$ cat config.mk
export PLATFORM = sky130hd
export DESIGN_NAME = dmem_arbiter
export DESIGN_NICKNAME = d
export VERILOG_FILES = /design/src/rtl/dmem_arb_pkg.sv /design/src/rtl/arb_wait_counter.sv /design/src/rtl/dmem_arbiter.sv
export SDC_FILE = /design/constraint.sdc
export NUM_CORES = 1
export LEC_CHECK = 0
export ABC_CLOCK_PERIOD_IN_PS = 2500
export BUFFER_PORTS_ARGS = -buffer_cell sky130_fd_sc_hd__buf_4
export CAP_MARGIN = 15
export CORE_AREA = 2 2 93 95
export CTS_CLUSTER_SIZE = 14
export DETAILED_ROUTE_END_ITERATION = 8
export DIE_AREA = 0 0 95 97
export PLACE_DENSITY = 0.66
export SLEW_MARGIN = 10
export SYNTH_ARGS = -nofsm -noshare
export SYNTH_HDL_FRONTEND = slang
export SYNTH_SLANG_ARGS = --single-unit
$ cat constraint.sdc
create_clock -name clock -period 2.5 [get_ports clock]
set_input_delay 0.375 -clock clock [delete_from_list [all_inputs] [get_ports clock]]
set_output_delay 0.375 -clock clock [all_outputs]
set_load 0.01 [all_outputs]
$ cat src/rtl/dmem_arb_pkg.sv
// Shared types and defaults for the data-RAM arbiter (dmem_arbiter).
// Owner encoding is shared by the grant mux and the read-return tracker.
package dmem_arb_pkg;

    localparam int ADDR_W_DEF = 12;
    localparam int DATA_W_DEF = 32;
    localparam int WAIT_CNT_W = 4;

    typedef enum logic [1:0] {
        NONE = 2'd0,
        CPU  = 2'd1,
        PER  = 2'd2
    } owner_e;

endpackage

$ cat src/rtl/arb_wait_counter.sv
// Saturating up-counter with synchronous clear; at_limit_o flags count == LIMIT.
// Used for the peripheral starvation guard and the burst-length limit.
module arb_wait_counter
    import dmem_arb_pkg::*;
#(
    parameter int W     = WAIT_CNT_W,
    parameter int LIMIT = 4
) (
    input  logic clock,
    input  logic reset,
    input  logic clr_i,
    input  logic inc_i,
    output logic at_limit_o
);

    localparam logic [W-1:0] LIMIT_V = W'(LIMIT);

    logic [W-1:0] cnt_q;
    logic [W-1:0] cnt_d;

    // NOTE: cnt_d gets a default first so every path assigns it and no latch is inferred.
    always_comb begin
        cnt_d = cnt_q;
        if (clr_i) begin
            cnt_d = '0;
        end else if (inc_i && (cnt_q != LIMIT_V)) begin
            cnt_d = cnt_q + 1'b1;
        end
    end

    // NOTE: flops use non-blocking assignment so every register samples pre-edge values.
    always_ff @(posedge clock or negedge reset) begin
        if (!reset) begin
            cnt_q <= '0;
        end else begin
            cnt_q <= cnt_d;
        end
    end

    assign at_limit_o = (cnt_q == LIMIT_V);

endmodule

$ cat src/rtl/dmem_arbiter.sv
// Single-port data-RAM arbiter: CPU has fixed priority, the peripheral gets a forced
// slot after MAX_WAIT denied cycles. Define ARB_BURST_EN to add per_lock bursts.
module dmem_arbiter
    import dmem_arb_pkg::*;
#(
    parameter int ADDR_W   = ADDR_W_DEF,
    parameter int DATA_W   = DATA_W_DEF,
    parameter int MAX_WAIT = 4
) (
    input  logic              clock,
    input  logic              reset,
    input  logic              cpu_req,
    input  logic              cpu_we,
    input  logic [ADDR_W-1:0] cpu_addr,
    input  logic [DATA_W-1:0] cpu_wdata,
    output logic [DATA_W-1:0] cpu_rdata,
    output logic              cpu_stall,
    input  logic              per_req,
    input  logic              per_we,
    input  logic [ADDR_W-1:0] per_addr,
    input  logic [DATA_W-1:0] per_wdata,
`ifdef ARB_BURST_EN
    input  logic              per_lock,
`endif
    output logic              per_gnt,
    output logic [DATA_W-1:0] per_rdata,
    output logic              per_rvalid,
    output logic              ram_wen,
    output logic [ADDR_W-1:0] ram_addr,
    output logic [DATA_W-1:0] ram_din,
    input  logic [DATA_W-1:0] ram_dout
);

    owner_e owner;
    owner_e rd_owner_d;
    owner_e rd_owner_q;
    logic   wait_at_limit;
    logic   burst_hold;
    logic   force_per;

    arb_wait_counter #(
        .W     (WAIT_CNT_W),
        .LIMIT (MAX_WAIT)
    ) u_wait_cnt (
        .clock      (clock),
        .reset      (reset),
        .clr_i      (per_gnt),
        .inc_i      (per_req && !per_gnt),
        .at_limit_o (wait_at_limit)
    );

`ifdef ARB_BURST_EN
    logic lock_beat;
    logic burst_q;
    logic burst_at_limit;

    // A burst continues only right after a locked grant, until the beat limit is reached.
    assign lock_beat  = per_gnt && per_lock;
    assign burst_hold = burst_q && per_req && per_lock && !burst_at_limit;

    arb_wait_counter #(
        .W     (WAIT_CNT_W),
        .LIMIT (MAX_WAIT)
    ) u_burst_cnt (
        .clock      (clock),
        .reset      (reset),
        .clr_i      (!lock_beat),
        .inc_i      (lock_beat),
        .at_limit_o (burst_at_limit)
    );

    always_ff @(posedge clock or negedge reset) begin
        if (!reset) begin
            burst_q <= 1'b0;
        end else begin
            burst_q <= lock_beat;
        end
    end
`else
    assign burst_hold = 1'b0;
`endif

    // Owner is forced idle while reset is asserted so no grant, stall or write escapes.
    always_comb begin
        owner     = NONE;
        cpu_stall = 1'b0;
        force_per = per_req && (wait_at_limit || burst_hold);
        if (!reset) begin
            owner = NONE;
        end else if (force_per) begin
            owner     = PER;
            cpu_stall = cpu_req;
        end else if (cpu_req) begin
            owner = CPU;
        end else if (per_req) begin
            owner = PER;
        end
    end

    assign per_gnt = (owner == PER);

    always_comb begin
        ram_wen  = 1'b0;
        ram_addr = '0;
        ram_din  = '0;
        unique case (owner)
            CPU: begin
                ram_wen  = cpu_we;
                ram_addr = cpu_addr;
                ram_din  = cpu_wdata;
            end
            PER: begin
                ram_wen  = per_we;
                ram_addr = per_addr;
                ram_din  = per_wdata;
            end
            default: ;
        endcase
    end

    always_comb begin
        rd_owner_d = NONE;
        if ((owner == CPU) && !cpu_we) begin
            rd_owner_d = CPU;
        end else if ((owner == PER) && !per_we) begin
            rd_owner_d = PER;
        end
    end

    always_ff @(posedge clock or negedge reset) begin
        if (!reset) begin
            rd_owner_q <= NONE;
        end else begin
            rd_owner_q <= rd_owner_d;
        end
    end

    // RAM output is already registered; both masters see it, only the peripheral gets a valid.
    assign per_rvalid = (rd_owner_q == PER);
    assign cpu_rdata  = ram_dout;
    assign per_rdata  = ram_dout;

endmodule
==> results of run 1 <==
[stage by stage]
step | cells | hold WS, ns | TNS, ns | setup slack, ns | area (um2)
final | 393 | 0.325 | 0 | 0.0570 | 2420
after floorplan | 211 | 0.0794 | 0 | 0.218 | 1450
after global routing | 393 | 0.332 | -0.0129 | -0.00965 | 2420
after global placement | 383 | 0.201 | -0.000348 | -0.000348 | 2150
after detailed placement | 383 | 0.200 | -1.80 | -0.0656 | 2150
after CTS | 392 | 0.320 | -0.00894 | -0.00579 | 2310
[placed cells by master (no fill, tap or decap), drive strengths merged]
| cell | count |
|---|---|
| nand2 | 3 |
| and3b | 1 |
| a22oi | 45 |
| nand3b | 1 |
| o21ai | 2 |
| inv | 4 |
| nor2b | 2 |
| ha | 5 |
| nor3 | 1 |
| dlygate4sd3 | 1 |
| a21oi | 5 |
| nor3b | 1 |
| nand3 | 5 |
| or3 | 1 |
| dfrtp | 6 |
| nor2 | 47 |
| and3 | 1 |
| buf | 153 |
| clkbuf | 3 |
| nand4 | 1 |
[per-layer routing]
metal | wire [um] | global-route usage
met5 | 0 | 0
met4 | 72 | 0.0346
met3 | 675 | 0.0280
met2 | 3160 | 0.219
met1 | 1980 | 0.114
[final timing paths]
path / cells after the start / from / end / slack, ns
min: 2 / per_we / rd_owner_q[1] / 0.33
max reg2reg: 9 / u_wait_cnt.cnt_q[1] / rd_owner_q[1] / 0.67
min in group asynchronous: 2 / reset / u_wait_cnt.cnt_q[0] / 0.60
max: 10 / u_wait_cnt.cnt_q[1] / ram_wen / 0.06
min reg2reg: 3 / u_wait_cnt.cnt_q[0] / u_wait_cnt.cnt_q[0] / 0.58
max in group asynchronous: 2 / reset / rd_owner_q[1] / 1.66
[layout make-up]
class / instances / area [um2] / area share
clock buffers: 3 / 41.3 / 0.0171
repair buffers: 154 / 1240 / 0.514
inverters: 4 / 15.0 / 0.00620
flip-flops and latches: 6 / 150 / 0.0620
well taps: 105 / 131 / 0.0543
multi-input cells: 121 / 837 / 0.346
[worst reg2reg max path, cell delays in order (launching register included)]
cell                      delay (ns)
sky130_fd_sc_hd__dfrtp_1        0.36
sky130_fd_sc_hd__inv_2          0.05
sky130_fd_sc_hd__ha_4           0.16
sky130_fd_sc_hd__and3b_2        0.23
sky130_fd_sc_hd__a21oi_2        0.18
sky130_fd_sc_hd__buf_4          0.14
sky130_fd_sc_hd__ha_4           0.15
sky130_fd_sc_hd__buf_12         0.18
sky130_fd_sc_hd__nor2b_1        0.19
sky130_fd_sc_hd__nor3b_1        0.07
[synthesized netlist by cell type (all sizes together)]
| master | number | area share |
|---|---|---|
| buf | 76 | 0.38 |
| nor3b | 1 | 0.0052 |
| ha | 5 | 0.043 |
| inv | 4 | 0.010 |
| nand2 | 3 | 0.0078 |
| dfrtp | 6 | 0.10 |
| nor2b | 2 | 0.0086 |
| clkbuf | 4 | 0.010 |
| or3 | 1 | 0.0043 |
| a21oi | 5 | 0.020 |
| nand3 | 5 | 0.017 |
| nor2 | 47 | 0.12 |
| nand4 | 1 | 0.0086 |
| and3b | 1 | 0.0061 |
| a22oi | 45 | 0.23 |
| o21ai | 2 | 0.0069 |
| nor3 | 1 | 0.0035 |
| and3 | 1 | 0.0052 |
| nand3b | 1 | 0.0052 |
[state kept, by name (all words and copies together) (netlist names)]
signal and count:
u_wait_cnt.cnt_q 4, rd_owner_q 2
[cell families after synthesis]
logic type / after synthesis / share of synthesized area
adders and majority gates: 5 / 0.0433
DFF: 6 / 0.104
and+or+nand+nor: 64 / 0.194
buffers and inverters: 84 / 0.399
AOI/OAI and AO/OA: 52 / 0.260
[report_power, final]
group / internal, mW / leakage [nW] / switching (mW)
Sequential: 0.129 / 0.0786 / 0.0315
Combinational: 0.376 / 1.04 / 0.327
Clock: 0.104 / 0.0216 / 0.0480
[what timing repair did]
item	CTS	global route
cloned	0	0
hold buffers	1	0
pin swaps	3	3
gates resized for setup	7	23
setup buffers	5	1
endpoints found under the setup margin	45	44
hold endpoints to repair	6	0
==> flow_metrics.env, run 1 <==
export IMPL_syn_nets=342
export IMPL_area_growth_synth_to_final_pct=67.3
export IMPL_critPathArrivalTime_ns=2.07
export IMPL_syn_inst=211
export IMPL_cts_root_buffer="sky130_fd_sc_hd__clkbuf_8"
export IMPL_antenna_violating_nets_post_route=0
export IMPL_port_buffer_count=141
export IMPL_drt_pass1_iter_count=4
export IMPL_crit_path_max_incr_delay_ns=0.36
export IMPL_timing_hold_worst_class="input pin to flip-flop"
export IMPL_drt_vias_per_instance=4.52
export IMPL_report_final_setup_viol=0
export IMPL_timing_setup_critical_path_class="flip-flop to output port"
export IMPL_number_of_antenna_violations_at_the_first_check_in_global_routing=0
export IMPL_insertion_delay_ns=0.23
export IMPL_fmax_mhz=409
export IMPL_post_route_cells_drive_above_1_share=0.632
export IMPL_detail_route_wl_per_cell_um=15.0
export IMPL_final_core_utilization=0.297
export IMPL_startpoint_type="flip-flop"
export IMPL_overflow=0
export IMPL_synth_warning_count=0
export IMPL_routed_via_count=1775
export IMPL_die_width_um=95
export IMPL_run_status="finished, final reports clean"
export IMPL_irDropWorstVdd_mv=0.171
export IMPL_sequential_element_share_of_the_synthesized_area=0.104
export IMPL_gpl_final_weighted_congestion=0.729
export IMPL_cts_tree="done"
export IMPL_route_detailed_drc=0
export IMPL_global_route_wire_length_before_repair_um=8070
export IMPL_max_cap_viol_count=0
export IMPL_grt_pass1_vias=1673
export IMPL_initial_cell_density_of_the_core=0.178
export IMPL_synthesis_area_per_instance_um2=6.85
export IMPL_yosys_register_bits=6
export IMPL_worst_endpoint_required_ns=2.12
export IMPL_report_final_slew_viol_count=0
export IMPL_worstPathCellList="inv_2, ha_4, and3b_2, a21oi_2, inv_2, ha_4, buf_12, a22oi_2, nor2_1, buf_4"
export IMPL_post_route_period_util=0.977
export IMPL_grtUsageTotal=0.113
export IMPL_ctsLongestPathBuffers=2
export IMPL_chipHeight_um=97
export IMPL_detail_route_iter0_violations=58
export IMPL_report_power_total_mw=1.02
export IMPL_grt_start_max_net_pins=28
export IMPL_critPathBufInv=4
export IMPL_grt_setup_unrepaired="yes"
export IMPL_post_dp_hpwl_um=4160
export IMPL_worst_setup_hold_path_clk_slew_ns=0.04
export IMPL_worst_path_max_fanout=27
export IMPL_core_area_um2=8130
export IMPL_die_area_um2=9220
export IMPL_hold_viol_final=0
export IMPL_slew_limit_headroom=0.793
export IMPL_number_of_rows_in_the_core_area=33
export IMPL_numClockSinks=6
export IMPL_timing_critical_path_max_delay_family="buffers and inverters"
export IMPL_io_pin_count=238
export IMPL_fin_skew_ns=0.00637
export IMPL_synth_cell_type_count=22
export IMPL_worst_slew_pin_slew_ns=0.309
export IMPL_slowest_stage="sky130_fd_sc_hd__dfrtp_1"
export IMPL_insertedDiodeCount=0
export IMPL_power_leakage_nw=1.14
export IMPL_critPathCaptureType="output port"
export IMPL_synth_area_um2=1450
export IMPL_final_layout_fill_cell_count=852
export IMPL_finish_net_count=421
export IMPL_finalWorstPathRequiredPeriod_ns=2.44
export IMPL_finalWirelength_um=5890
export IMPL_pwr_density_cell_nw_per_um2=420
export IMPL_cts_max_level=1
export IMPL_tritoncts_num_buffers=3
(Power assumes the default switching activity.)
==> inputs of run 2 (changes only) <==
--- a/config.mk
+++ b/config.mk
@@ -6,13 +6,13 @@
 export NUM_CORES = 1
 export LEC_CHECK = 0
 export ABC_CLOCK_PERIOD_IN_PS = 2500
-export BUFFER_PORTS_ARGS = -buffer_cell sky130_fd_sc_hd__buf_4
 export CAP_MARGIN = 15
-export CORE_AREA = 2 2 93 95
+export CORE_AREA = 2 2 91 93
 export CTS_CLUSTER_SIZE = 14
 export DETAILED_ROUTE_END_ITERATION = 8
-export DIE_AREA = 0 0 95 97
-export PLACE_DENSITY = 0.66
+export DIE_AREA = 0 0 93 95
+export DONT_BUFFER_PORTS = 1
+export PLACE_DENSITY = 0.42
 export SLEW_MARGIN = 10
 export SYNTH_ARGS = -nofsm -noshare
 export SYNTH_HDL_FRONTEND = slang
==> run 2 against run 1 <==
Sequential power fell by 3%. Non-clock buffer count is 141 lower. Total power is 23% lower. Critical path depth is the same. Clock skew decreased by 0.0031 ns. Final area fell by 45%. First-iteration DRC count decreased by 6.9%.
==> flow_metrics.env, run 2 (synthesis results as in run 1) <==
export IMPL_insertedDiodeCount=0
export IMPL_number_of_rows_in_the_core_area=33
export IMPL_global_route_wire_length_before_repair_um=5420
export IMPL_report_final_setup_viol=0
export IMPL_area_growth_synth_to_final_pct=-8.04
export IMPL_critPathArrivalTime_ns=2.04
export IMPL_worst_slew_pin_slew_ns=0.324
export IMPL_timing_hold_worst_class="input pin to flip-flop"
export IMPL_die_width_um=93
export IMPL_worstReg2RegEnd="rd_owner_q[1]"
export IMPL_power_leakage_nw=0.424
export IMPL_hold_depth=1
export IMPL_insertion_delay_ns=0.23
export IMPL_startpoint_type="flip-flop"
export IMPL_io_pin_count=238
export IMPL_largest_register_ffs=4
export IMPL_report_final_slew_viol_count=0
export IMPL_largestRegisters="u_wait_cnt.cnt_q: 4 flops, rd_owner_q: 2 flops"
export IMPL_post_route_period_util=0.965
export IMPL_fin_skew_ns=0.00330
export IMPL_post_route_cells_drive_above_1_share=0.333
export IMPL_max_cap_viol_count=0
export IMPL_r2r_start="u_wait_cnt.cnt_q[0]"
export IMPL_finish_net_count=280
export IMPL_route_detailed_drc=0
export IMPL_die_area_um2=8840
export IMPL_worst_path_max_fanout=21
export IMPL_critical_path_startpoint="u_wait_cnt.cnt_q[0]"
export IMPL_finalWorstPathRequiredPeriod_ns=2.41
export IMPL_detail_route_iter0_violations=54
export IMPL_detail_route_wl_per_cell_um=18.0
export IMPL_finalWirelength_um=4530
export IMPL_cts_root_buffer="sky130_fd_sc_hd__clkbuf_8"
export IMPL_timing_hold_worst_start="per_we"
export IMPL_grt_setup_unrepaired="yes"
export IMPL_overflow=0
export IMPL_drt_pass1_iter_count=4
export IMPL_routed_via_count=1212
export IMPL_mostFrequentLayoutCells="45 x sky130_fd_sc_hd__a22oi_1, 27 x sky130_fd_sc_hd__nor2_2, 20 x sky130_fd_sc_hd__nor2_1"
export IMPL_ctsLongestPathBuffers=2
export IMPL_grt_pass1_vias=958
export IMPL_timing_setup_critical_path_class="flip-flop to output port"
export IMPL_numClockSinks=6
export IMPL_worst_setup_hold_path_clk_slew_ns=0.04
export IMPL_core_area_um2=7930
export IMPL_cts_tree="done"
export IMPL_post_dp_hpwl_um=3250
export IMPL_worst_r2r_setup_slack_ns=0.61
export IMPL_chipHeight_um=95
export IMPL_fmax_mhz=414
export IMPL_worst_endpoint_required_ns=2.12
export IMPL_drt_vias_per_instance=4.81
export IMPL_final_core_utilization=0.168
export IMPL_worst_r2r_cell_count=9
export IMPL_grtUsageTotal=0.0819
export IMPL_grt_start_max_net_pins=37
export IMPL_slew_limit_headroom=0.783
export IMPL_antenna_violating_nets_post_route=0
export IMPL_irDropWorstVdd_mv=0.147
export IMPL_initial_cell_density_of_the_core=0.182
export IMPL_worst_hold_path_endpoint="rd_owner_q[1]"
export IMPL_number_of_antenna_violations_at_the_first_check_in_global_routing=0
export IMPL_port_buffer_count=0
export IMPL_cts_max_level=1
export IMPL_report_power_total_mw=0.781
export IMPL_pwr_density_cell_nw_per_um2=587
export IMPL_final_common_cell="sky130_fd_sc_hd__a22oi_1"
export IMPL_gpl_final_weighted_congestion=0.730
export IMPL_top_register="u_wait_cnt.cnt_q"
export IMPL_tritoncts_num_buffers=3
export IMPL_hold_viol_final=0
export IMPL_critPathCaptureType="output port"
export IMPL_run_status="finished, final reports clean"
## run 2: cell types whose count changed in the layout (fill, tap and decap cells not counted), sizes merged
cell	before	now
buf	153	11
clkbuf	3	4
## run 2: area by class of cell
type | count | area, um2
fill | 904 | 6600
multi-input combinational | 121 | 817
timing repair buffer | 13 | 175
sequential | 6 | 150
tap | 105 | 131
clock buffer | 3 | 41.3
inverter | 4 | 15.0
## run 2: stage by stage
stage	hold WS [ns]	std cells	setup TNS [ns]	cell area, um2	worst slack [ns]
2_1_floorplan	0.0794	211	0	1450	0.218
3_3_place_gp	0.0797	244	0	1130	0.214
3_5_place_dp	0.0799	244	0	1130	0.193
4_1_cts	0.214	249	0	1200	0.0232
5_1_grt	0.213	252	-0.0301	1330	-0.0238
6_report	0.218	252	0	1330	0.0870
## run 2: worst max-delay path by stage
stage                              to  slack, ns  cells past startpoint
after CTS                     ram_wen       0.02                     10
after global placement        ram_wen       0.21                     10
after floorplan           ram_addr[0]       0.22                     10
after global routing          ram_wen      -0.02                     10
final                         ram_wen       0.09                     10
after detailed placement   ram_din[8]       0.19                      7
## run 2: timing repair
action                     4_1_cts  5_1_grt
setup endpoints to repair       37       39
gates cloned                     0        1
hold endpoints to repair         6        0
hold buffers                     1        0
pin swaps                        0        1
buffers inserted                 1        2
gates resized for setup          2       31
## run 2: metal layers
metal,wire length [um],share of wire,GRT usage
met5,0,0,0
met4,41,0.0091,0.0282
met3,511,0.11,0.0391
met2,2330,0.51,0.136
met1,1650,0.36,0.0920
## run 2: power breakdown
part	internal (mW)	switching, mW	total [mW]	leakage [nW]
Sequential	0.129	0.0268	0.156	0.0786
Clock	0.104	0.0484	0.152	0.0216
Combinational	0.201	0.272	0.472	0.324
Total	0.434	0.347	0.781	0.424
## run 2: worst max-delay path, stage by stage (launching register included)
cell                      delay [ns]
sky130_fd_sc_hd__dfrtp_1        0.34
sky130_fd_sc_hd__inv_1          0.06
sky130_fd_sc_hd__ha_1           0.21
sky130_fd_sc_hd__and3b_2        0.25
sky130_fd_sc_hd__a21oi_2        0.15
sky130_fd_sc_hd__inv_1          0.10
sky130_fd_sc_hd__ha_4           0.18
sky130_fd_sc_hd__buf_12         0.15
sky130_fd_sc_hd__a22oi_1        0.17
sky130_fd_sc_hd__nor2_1         0.05
sky130_fd_sc_hd__buf_4          0.14
==> inputs of run 3 (changes only) <==
--- a/config.mk
+++ b/config.mk
@@ -7,10 +7,10 @@
 export LEC_CHECK = 0
 export ABC_CLOCK_PERIOD_IN_PS = 2500
 export CAP_MARGIN = 15
-export CORE_AREA = 2 2 91 93
+export CORE_AREA = 2 2 92 94
 export CTS_CLUSTER_SIZE = 14
 export DETAILED_ROUTE_END_ITERATION = 8
-export DIE_AREA = 0 0 93 95
+export DIE_AREA = 0 0 94 96
 export DONT_BUFFER_PORTS = 1
 export PLACE_DENSITY = 0.42
 export SLEW_MARGIN = 10
==> run 3 against run 2 <==
Flip-flop and latch count did not move. Clock skew decreased by 0.0025 ns. First-iteration DRC count grew 7.4%. Combinational power increased by 18%. Maximum frequency is 0.73% lower. Critical path depth unchanged. Via count rose by 7.1%. Global-route usage up 0.064 points. Register-to-register slack about the same. Worst hold slack better by 0.014 ns. Non-clock buffer count up 7. Critical path type unchanged. Largest power group unchanged. Highest routed layer unchanged.
==> flow_metrics.env, run 3 (synthesis results as in run 1) <==
export IMPL_top_register="u_wait_cnt.cnt_q"
export IMPL_number_of_rows_in_the_core_area=33
export IMPL_largestRegisters="u_wait_cnt.cnt_q: 4 flops, rd_owner_q: 2 flops"
export IMPL_fin_worst_hold_slack_ns=0.232
export IMPL_wl_met2_um=2750
export IMPL_topmost_layer_with_routed_signal_wires="met4"
export IMPL_initial_cell_density_of_the_core=0.180
export IMPL_run_status="finished, final reports clean"
export IMPL_report_final_setup_viol=0
export IMPL_routed_via_count=1298
export IMPL_drt_vias_per_instance=5.01
export IMPL_cts_max_level=1
export IMPL_grtUsageTotal=0.0826
export IMPL_slew_limit_headroom=0.769
export IMPL_fmax_mhz=411
export IMPL_final_core_utilization=0.182
export IMPL_area_growth_synth_to_final_pct=1.04
export IMPL_die_width_um=94
export IMPL_share_clk_of_total_power=0.163
export IMPL_ctsLongestPathBuffers=2
export IMPL_fin_skew_ns=0.000758
export IMPL_largest_register_ffs=4
export IMPL_startpoint_type="flip-flop"
export IMPL_grt_pass1_vias=997
export IMPL_detail_route_iter0_violations=58
export IMPL_power_net_switching_mw=0.376
export IMPL_pwr_share_comb=0.653
export IMPL_route_detailed_drc=0
export IMPL_worst_slew_pin_slew_ns=0.346
export IMPL_pwr_density_cell_nw_per_um2=582
export IMPL_met3_wirelength_um=570
export IMPL_number_of_antenna_violations_at_the_first_check_in_global_routing=0
export IMPL_timing_hold_worst_class="input pin to flip-flop"
export IMPL_global_route_wire_length_before_repair_um=5550
export IMPL_final_common_cell="sky130_fd_sc_hd__a22oi_1"
export IMPL_finalWorstPathRequiredPeriod_ns=2.43
export IMPL_critPathCaptureType="output port"
export IMPL_detail_route_wl_per_cell_um=20.7
export IMPL_drt_pass1_iter_count=4
export IMPL_insertion_delay_ns=0.21
export IMPL_power_leakage_nw=0.476
export IMPL_die_area_um2=9020
export IMPL_antenna_violating_nets_post_route=0
export IMPL_grt_start_max_net_pins=31
export IMPL_critPathArrivalTime_ns=2.06
export IMPL_grt_setup_unrepaired="yes"
export IMPL_timing_setup_critical_path_class="flip-flop to output port"
export IMPL_gpl_final_weighted_congestion=0.671
export IMPL_worst_path_max_fanout=8
export IMPL_hold_viol_final=0
export IMPL_numClockSinks=6
export IMPL_irDropWorstVdd_mv=0.136
export IMPL_cts_root_buffer="sky130_fd_sc_hd__clkbuf_8"
export IMPL_switching_share=0.443
export IMPL_worst_setup_hold_path_clk_slew_ns=0.03
export IMPL_seqPwrFrac=0.185
export IMPL_chipHeight_um=96
export IMPL_report_final_slew_viol_count=0
export IMPL_routedLengthMet1_um=1840
export IMPL_cts_tree="done"
export IMPL_finalWirelength_um=5350
export IMPL_finish_net_count=287
export IMPL_max_cap_viol_count=0
export IMPL_final_setup_tns_ns=0
export IMPL_overflow=0
export IMPL_io_pin_count=238
export IMPL_final_layout_fill_cell_count=894
export IMPL_post_route_cells_drive_above_1_share=0.390
export IMPL_internal_power_mw=0.474
export IMPL_port_buffer_count=0
export IMPL_core_area_um2=8050
export IMPL_worst_endpoint_required_ns=2.12
export IMPL_insertedDiodeCount=0
export IMPL_tritoncts_num_buffers=3
export IMPL_post_dp_hpwl_um=3460
export IMPL_post_route_period_util=0.972
export IMPL_mostFrequentLayoutCells="42 x sky130_fd_sc_hd__a22oi_1, 24 x sky130_fd_sc_hd__nor2_2, 23 x sky130_fd_sc_hd__nor2_1"
run 3: worst max-delay path, stage by stage, from the launching register on:
cell	delay, ns
sky130_fd_sc_hd__dfrtp_1	0.35
sky130_fd_sc_hd__inv_2	0.06
sky130_fd_sc_hd__ha_4	0.16
sky130_fd_sc_hd__and3b_2	0.25
sky130_fd_sc_hd__a21oi_4	0.18
sky130_fd_sc_hd__inv_2	0.07
sky130_fd_sc_hd__ha_4	0.20
sky130_fd_sc_hd__buf_12	0.15
sky130_fd_sc_hd__a22oi_2	0.21
sky130_fd_sc_hd__nor2_1	0.07
sky130_fd_sc_hd__buf_4	0.14
run 3: worst paths after layout:
path	cells past startpoint	slack, ns	to	from
hold / removal	1	0.23	rd_owner_q[1]	per_we
max in group asynchronous	1	1.82	rd_owner_q[0]	reset
setup / recovery	10	0.07	ram_wen	u_wait_cnt.cnt_q[0]
setup reg to reg	9	0.61	rd_owner_q[1]	u_wait_cnt.cnt_q[0]
min in group asynchronous	1	0.47	u_wait_cnt.cnt_q[3]	reset
hold reg to reg	2	0.56	u_wait_cnt.cnt_q[3]	u_wait_cnt.cnt_q[3]
run 3: final cells by class:
type	count	area (um2)	area share
repair buffers	20	279	0.191
clock buffers	3	41.3	0.0283
flip-flops and latches	6	150	0.103
inverters	4	15.0	0.0103
well taps	105	131	0.0899
multi-input cells	121	845	0.578
run 3: through the flow:
stage	power [mW]	setup slack (ns)	area, um2	std cells
floorplan	0.538	0.218	1450	211
global placement	0.513	-0.00471	1100	243
detailed placement	0.523	-0.0762	1100	243
CTS	0.730	0.0285	1220	252
global route	0.916	-0.0207	1460	259
finish	0.850	0.0691	1460	259
run 3: layer usage:
metal | track usage | vias up
li1 | - | 551
met1 | 0.0903 | 601
met2 | 0.140 | 125
met3 | 0.0251 | 21
met4 | 0.0507 | 0
met5 | 0 | -
run 3: timing repair:
action,4_1_cts,5_1_grt
pin swaps,2,9
hold endpoints to repair,6,0
gates resized for setup,4,40
cloned,0,5
hold buffers,1,0
setup endpoints to repair,45,45
buffers inserted,5,2
run 3: power by group through the flow:
stage                     sequential (mW)  combinational [mW]  clock [mW]
after global routing                0.159               0.606       0.151
final                               0.157               0.555       0.138
after CTS                           0.154               0.434       0.142
after detailed placement            0.164               0.359           0
after global placement              0.163               0.350           0
after floorplan                     0.156               0.382           0
